File: config.mk
export PLATFORM = sky130hd
export DESIGN_NAME = endian_swap_arbiter
export DESIGN_NICKNAME = d
export VERILOG_FILES = /design/src/rtl/endian_swap_arbiter.sv
export SDC_FILE = /design/constraint.sdc
export NUM_CORES = 1
export LEC_CHECK = 0
export CORE_MARGIN = 5
export CORE_UTILIZATION = 41
export DETAILED_ROUTE_END_ITERATION = 8
export PLACE_DENSITY = 0.89
export SYNTH_ARGS = -nofsm -noshare
export SYNTH_HDL_FRONTEND = slang
export SYNTH_SLANG_ARGS = --single-unit
File: constraint.sdc
create_clock -name clk -period 2.9 [get_ports clk]
set_input_delay 0.58 -clock clk [delete_from_list [all_inputs] [get_ports clk]]
set_output_delay 0.58 -clock clk [all_outputs]
set_load 0.005 [all_outputs]
File: src/rtl/endian_swap_arbiter.sv
// Round-robin arbiter in front of one registered byte-order swap engine (16/32/48/64-bit).
// Define SWAP_ARB_STATS_EN to add per-requester accept counters (stat_cnt, stat_clr).
module endian_swap_arbiter #(
  parameter int N_REQ = 4,
  parameter int ID_W  = $clog2(N_REQ)
) (
  input  logic                clk,
  input  logic                rst,
  input  logic [N_REQ-1:0]    req_valid,
  output logic [N_REQ-1:0]    req_ready,
  input  logic [N_REQ*64-1:0] req_data,
  input  logic [N_REQ*2-1:0]  req_size,
  output logic                resp_valid,
  input  logic                resp_ready,
  output logic [ID_W-1:0]     resp_id,
  output logic [1:0]          resp_size,
  output logic [63:0]         resp_data
`ifdef SWAP_ARB_STATS_EN
  ,
  input  logic                stat_clr,
  output logic [N_REQ*32-1:0] stat_cnt
`endif
);

  typedef enum logic {EMPTY, FULL} state_t;

  state_t          state_q, state_d;
  logic [ID_W-1:0] ptr_q;
  logic [ID_W-1:0] grant_idx;
  logic            grant_found;
  logic            can_accept;
  logic            accept;
  logic [63:0]     sel_data;
  logic [1:0]      sel_size;

  // Reverses the low 2/4/6/8 bytes; everything above the operand size reads as zero.
  function automatic logic [63:0] swap_bytes(input logic [63:0] d, input logic [1:0] size);
    logic [63:0] r;
    case (size)
      2'd0:    r = {48'h0, d[7:0], d[15:8]};
      2'd1:    r = {32'h0, d[7:0], d[15:8], d[23:16], d[31:24]};
      2'd2:    r = {16'h0, d[7:0], d[15:8], d[23:16], d[31:24], d[39:32], d[47:40]};
      default: r = {d[7:0], d[15:8], d[23:16], d[31:24], d[39:32], d[47:40], d[55:48], d[63:56]};
    endcase
    return r;
  endfunction

  assign can_accept = (state_q == EMPTY) || resp_ready;
  assign accept     = grant_found && can_accept;
  assign resp_valid = (state_q == FULL);

  // Search starts one past the last winner and wraps, so the last winner ranks lowest.
  always_comb begin
    // NOTE: every combinational output gets a default first so no path infers a latch.
    grant_found = 1'b0;
    grant_idx   = '0;
    for (int k = 1; k <= N_REQ; k++) begin
      if (!grant_found && req_valid[(int'(ptr_q) + k) % N_REQ]) begin
        grant_found = 1'b1;
        grant_idx   = ID_W'((int'(ptr_q) + k) % N_REQ);
      end
    end
  end

  always_comb begin
    req_ready = '0;
    if (accept) req_ready[grant_idx] = 1'b1;
  end

  always_comb begin
    sel_data = req_data[grant_idx*64 +: 64];
    sel_size = req_size[grant_idx*2 +: 2];
  end

  always_comb begin
    state_d = state_q;
    if (accept)                         state_d = FULL;
    else if (state_q == FULL && resp_ready) state_d = EMPTY;
  end

  always_ff @(posedge clk) begin
    // NOTE: sequential state uses non-blocking assignments so every register samples pre-edge values.
    if (rst) state_q <= EMPTY;
    else     state_q <= state_d;
  end

  // NOTE: the result registers are reset too, so a discarded result never lingers on resp_data.
  always_ff @(posedge clk) begin
    if (rst) begin
      ptr_q     <= ID_W'(N_REQ - 1);
      resp_id   <= '0;
      resp_size <= '0;
      resp_data <= '0;
    end else if (accept) begin
      ptr_q     <= grant_idx;
      resp_id   <= grant_idx;
      resp_size <= sel_size;
      resp_data <= swap_bytes(sel_data, sel_size);
    end
  end

`ifdef SWAP_ARB_STATS_EN
  // Clear beats a same-cycle accept; counters wrap naturally at 2^32.
  always_ff @(posedge clk) begin
    if (rst || stat_clr) begin
      stat_cnt <= '0;
    end else if (accept) begin
      for (int i = 0; i < N_REQ; i++) begin
        if (grant_idx == ID_W'(i)) stat_cnt[i*32 +: 32] <= stat_cnt[i*32 +: 32] + 32'd1;
      end
    end
  end
`endif

endmodule

==> run_results.csv, run 1 <==
group,metric,value,unit
routing,wl_per_cell,23.3,µm
routing,drt_iter0_drc,957,
floorplanning,io_pins,344,
logic_synthesis,synth_warnings,0,
logic_synthesis,ys.flop_type,"dfxtp_1",
logic_synthesis,synth_cells,794,
critical_path,r2r-start,"ptr_q[0]$_SDFFE_PP1P_",
sta,fin_ws,5.94,ps
logic_synthesis,postSynthAreaPerCell,8.12,µm²
global_route,grt_pass1_vias,8558,
place,portBuffers,343,
logic_synthesis,yosys.area.top_type_share,0.221,
power_and_ir_drop,power_density,480,nW/µm²
clocking,cts_buffers,9,
floorplanning,die-area,18300,µm²
floorplanning,coreArea,15300,µm²
critical_path,critPathLaunch,"req_valid[0]",
sta,fin_crit_sh,0.998,
job,cap_viol_max_count,0,
floorplanning,die_y,135,µm
final_layout,final_cell_mix,"clkdlybuf4s50_1 (335), buf_4 (127), dfxtp_1 (71)",
sta,slew_headroom,0.593,
sta,slew_violations,0,
routing,vias,8801,
power_and_ir_drop,ir_worst_vdd,410,µV
sta,hold_viol,0,
logic_synthesis,netlist_area,6440,µm²
power_and_ir_drop,p_leak,4.61,nW
routing,detail-route-antenna-nets,0,
logic_synthesis,yosys-top-cells-area,"dfxtp_1 (22%), mux2i_1 (7.8%), o31ai_1 (6.5%)",
clocking,clock_path_buffers,2,
critical_path,worstSetupEndpointType,"flip-flop",
sta,max_freq,0.346,GHz
global_route,grt_use_total,0.331,
logic_synthesis,synth_seq_cells,71,
critical_path,crit_fanout,20,
final_layout,syn_to_final_growth,79.7,%
critical_path,rrSetupSlack,160,ps
clocking,clock_latency,330,ps
logic_synthesis,seq_area_frac_synth,0.221,
logic_synthesis,synth_top_cell_by_area,"dfxtp_1",
critical_path,worstReg2RegEnd,"resp_data[6]$_SDFFE_PP0P_",
sta,finalSetupViolations,0,
sta,fin_tns_setup,0,ps
global_route,antenna_found_initial,5,
clocking,cts_tree,"built",
place,place_ws,-549,ps
floorplanning,initial_core_util,0.421,
global_route,grt_pass1_wl,47700,µm
routing,viasPerCell,6.23,
routing,postRouteWirelength,32900,µm
critical_path,critPathCapture,"resp_data[18]$_SDFFE_PP0P_",
sta,fin_crit,2890,ps
place,dp_hpwl,25400,µm
clocking,cts.htree.levels,3,
logic_synthesis,synth_edf_count,0,
hold_path,hold_class,"flip-flop to flip-flop",
final_layout,fin_area,11600,µm²
logic_synthesis,syn-num-nets,1065,
global_route,grt_max_degree,45,
clocking,root_buffer,"clkbuf_16",
critical_path,crit_path_start_kind,"primary input",
critical_path,arrival,3070,ps
floorplanning,num_rows,45,
global_route,grt.overflow.total,0,
sta,fin_skew,5.01,ps
sta,worst_pin_slew,611,ps
floorplanning,die_w,135,µm
clocking,clkSinkCount,71,
final_layout,layout-drive-gt1-share,0.183,
critical_path,rr_worst_depth,11,
final_layout,nets,1464,
routing,drt_drc_violations_left,0,
final_layout,final_common_cell,"clkdlybuf4s50_1",
clocking,clkTransAtPathRegs,50,ps
sta,whs,451,ps
critical_path,critPathKind,"primary input to flip-flop",
outcome,status,"complete, no violations",
place,gp_congestion,0.938,
critical_path,critPathRequiredTime,3070,ps
logic_synthesis,synth.distinct_cells,56,
logic_synthesis,async_flop_share,0,
place,placed_area,11100,µm²
routing,firstDrtPassIters,5,
[area by class of cell]
cell class	instances	area (µm²)
Tap cell	211	264
Fill cell	1066	3730
Clock buffer	12	246
Multi-Input combinational cell	613	4660
Timing Repair Buffer	497	4920
Sequential cell	71	1420
Inverter	1	3.75
Clock inverter	3	43.8
Antenna cell	5	12.5
[worst min path at each step]
| stage | from | slack [ps] | depth (start not counted) | end |
|---|---|---|---|---|
| final | resp_data[33]$_SDFFE_PP0P_ | 450 | 2 | resp_data[33]$_SDFFE_PP0P_ |
| after global routing | resp_data[36]$_SDFFE_PP0P_ | 480 | 2 | resp_data[36]$_SDFFE_PP0P_ |
| after CTS | resp_data[33]$_SDFFE_PP0P_ | 450 | 2 | resp_data[33]$_SDFFE_PP0P_ |
| after detailed placement | resp_data[33]$_SDFFE_PP0P_ | 450 | 2 | resp_data[33]$_SDFFE_PP0P_ |
| after global placement | resp_data[36]$_SDFFE_PP0P_ | 440 | 2 | resp_data[36]$_SDFFE_PP0P_ |
| after floorplan | resp_data[32]$_SDFFE_PP0P_ | 450 | 2 | resp_data[32]$_SDFFE_PP0P_ |
[sequential cells by signal (all words and copies together), names as in the netlist]
name and flops:
resp_size 2, resp_data 64, resp_id 2, ptr_q 2, resp_valid 1
[kinds of logic after synthesis]
logic type	after synthesis	share of synthesized area
AND/OR/NAND/NOR	244	0.195
AO/OA/AOI/OAI	308	0.400
buffers and inverters	110	0.0848
flip-flops	71	0.221
multiplexers	61	0.0992
[repair_timing]
action                     CTS  global route
hold buffers                 0             0
setup endpoints to repair   13            52
gates resized for setup     13            17
pin swaps                    0             3
setup buffers                0             6
cloned                       0             0
[synth_stat cells, types with 17 or more instances]
cell      instances
dfxtp_1          71
nor2_1           71
nand2_1          62
clkbuf_1         56
o31ai_1          56
mux2i_1          50
o31a_1           42
buf_2            38
a21oi_1          24
nand4_1          24
a41oi_1          23
a32o_1           21
a41o_1           21
and4_1           21
o32ai_1          21
nor3_1           19
a31oi_1          17
[critical path: stages]
cell and delay, ps:
clkdlybuf4s50_1 460, buf_4 170, nor2_2 210, nand2_4 140
buf_12 190, buf_12 140, and4_1 190, o32ai_1 240
buf_4 190, mux2i_1 70, a221oi_1 360, nor3_1 110
[power breakdown]
| part | internal [W] | switching (W) |
|---|---|---|
| registers | 0.00114 | 0.000112 |
| clock network | 0.000685 | 0.000404 |
| logic | 0.00174 | 0.00149 |
[per-stage QoR]
step           total power [W]  utilization  std cells
6_report               0.00556        0.756       1413
5_1_grt                0.00581        0.756       1413
4_1_cts                0.00547        0.747       1402
3_5_place_dp           0.00434        0.725       1387
3_3_place_gp           0.00429        0.725       1387
2_1_floorplan          0.00274            -        794
[metal layers]
layer	track usage	up-vias	wire (µm)
met5	0	-	0
met4	0.163	0	1670
met3	0.0817	97	3730
met2	0.527	594	14900
met1	0.417	4113	12700
li1	-	3997	-
No activity file was read; power rests on OpenSTA's default activity.
==> inputs of run 2 (changes only) <==
Settings changed: CORE_AREA set to 2 2 133 135, CORE_MARGIN 5 to unset, CORE_UTILIZATION 41 to unset, DIE_AREA set to 0 0 135 137, PLACE_DENSITY 0.89 to 0.84.
==> run_results.csv, run 2 (synthesized netlist as in run 1, its figures left out) <==
group,metric,value,unit
floorplanning,coreArea,17100,µm²
place,portBuffers,343,
routing,drt_iter0_drc,833,
power_and_ir_drop,ir_worst_vdd,309,µV
place,gp_congestion,0.979,
clocking,clkTransAtPathRegs,60,ps
final_layout,syn_to_final_growth,77.7,%
critical_path,critPathLaunch,"req_valid[1]",
final_layout,layout-drive-gt1-share,0.175,
floorplanning,io_pins,344,
clocking,clock_latency,340,ps
sta,slew_headroom,0.699,
final_layout,final_common_cell,"clkdlybuf4s50_1",
final_layout,largest_reg_flops,64,
global_route,antenna_found_initial,1,
routing,firstDrtPassIters,5,
routing,vias,8671,
global_route,grt.overflow.total,0,
critical_path,arrival,2240,ps
sta,slew_violations,0,
critical_path,r2r-start,"ptr_q[0]$_SDFFE_PP1P_",
sta,finalSetupViolations,0,
critical_path,cpMaxStageDelayCell,"clkdlybuf4s50_1",
sta,fin_crit,2820,ps
hold_path,hold_class,"flip-flop to flip-flop",
critical_path,rrSetupSlack,190,ps
routing,wl_per_cell,22.6,µm
job,cap_viol_max_count,0,
critical_path,worstSetupEndpointType,"primary output",
sta,fin_crit_sh,0.973,
critical_path,critPathRequiredTime,2320,ps
final_layout,filler_cell_count,1387,
clocking,clkSinkCount,71,
clocking,clock_path_buffers,2,
place,place_ws,-489,ps
routing,postRouteWirelength,32100,µm
power_and_ir_drop,power_density,493,nW/µm²
final_layout,top_register,"resp_data",
outcome,status,"complete, no violations",
floorplanning,die_y,137,µm
sta,max_freq,0.354,GHz
sta,rsz0062_at_grt,"true",
critical_path,slowest_delay,500,ps
critical_path,crit_path_start_kind,"primary input",
sta,fin_ws,78.3,ps
final_layout,stdcell_count,1417,
floorplanning,num_rows,48,
floorplanning,initial_core_util,0.378,
floorplanning,die-area,18500,µm²
clocking,cts_buffers,9,
power_and_ir_drop,p_leak,4.51,nW
final_layout,multi_input_area,4600,µm²
floorplanning,die_w,135,µm
critical_path,worstReg2RegEnd,"resp_data[18]$_SDFFE_PP0P_",
final_layout,final_cell_mix,"clkdlybuf4s50_1 (337), buf_4 (124), dfxtp_1 (71)",
clocking,cts_tree,"built",
place,dp_cells,1394,
clocking,root_buffer,"clkbuf_16",
sta,fin_tns_setup,0,ps
critical_path,crit_fanout,5,
final_layout,regArea,1420,µm²
sta,whs,448,ps
sta,hold_viol,0,
critical_path,rr_worst_depth,11,
global_route,grt_pass1_wl,47800,µm
routing,detail-route-antenna-nets,0,
sta,fin_skew,6.03,ps
sta,worst_pin_slew,452,ps
final_layout,nets,1457,
clocking,cts.htree.levels,3,
critical_path,critPathCapture,"req_ready[0]",
place,dp_hpwl,25100,µm
power_and_ir_drop,finalPower,0.00564,W
routing,viasPerCell,6.12,
routing,drt_drc_violations_left,0,
global_route,grt_pass1_vias,8347,
global_route,grt_use_total,0.336,
critical_path,cp_cell_sequence,"dlygate4sd2_1 -> nor2b_2 -> o21a_4 -> a211oi_4 -> nand2_1 -> nor2_1 -> clkdlybuf4s50_1",
global_route,grt_max_degree,59,
critical_path,critPathKind,"primary input to primary output",
-- run 2: cell type report --
cell class                      count  area share
Antenna cell                        1    0.000219
Inverter                            1    0.000328
Tap cell                          225      0.0246
Sequential cell                    71       0.124
Timing Repair Buffer              490       0.420
Multi-Input combinational cell    613       0.402
Clock buffer                       11      0.0212
Clock inverter                      5     0.00710
-- run 2: how the worst min path moves through the flow --
stage	start	end	depth (start not counted)
6_report	resp_data[36]$_SDFFE_PP0P_	resp_data[36]$_SDFFE_PP0P_	2
5_1_grt	resp_data[36]$_SDFFE_PP0P_	resp_data[36]$_SDFFE_PP0P_	2
4_1_cts	resp_data[36]$_SDFFE_PP0P_	resp_data[36]$_SDFFE_PP0P_	2
3_5_place_dp	resp_data[36]$_SDFFE_PP0P_	resp_data[36]$_SDFFE_PP0P_	2
3_3_place_gp	resp_data[34]$_SDFFE_PP0P_	resp_data[34]$_SDFFE_PP0P_	2
2_1_floorplan	resp_data[32]$_SDFFE_PP0P_	resp_data[32]$_SDFFE_PP0P_	2
-- run 2: repair_timing --
item / in CTS / in global routing
buffers inserted: 6 / 0
hold buffers: 0 / 0
setup endpoints to repair: 9 / 3
pin swaps: 3 / 1
gates resized for setup: 14 / 3
-- run 2: report_power, final --
group | switching (W) | internal (W) | total (W) | leakage [nW]
Clock | 0.000446 | 0.000777 | 0.00122 | 0.156
Combinational | 0.00147 | 0.00171 | 0.00318 | 3.77
Sequential | 0.000107 | 0.00114 | 0.00124 | 0.585
-- run 2: routing by layer --
layer  routed length, µm  global-route usage
met5                   0                   0
met3                3120              0.0685
met2               14700               0.562
met4                1400               0.132
met1               12900               0.424
-- run 2: metrics by stage --
step,utilization,instance area [µm²]
global route,0.671,11500
finish,0.671,11500
detailed placement,0.646,11000
CTS,0.670,11400
global placement,0.646,11000
floorplan,-,6440
-- run 2: critical path: cells and delay by family --
| family | cells | cell delay [ps] |
|---|---|---|
| buf+inv | 2 | 770 |
| compound gates | 2 | 490 |
| simple gates | 3 | 400 |
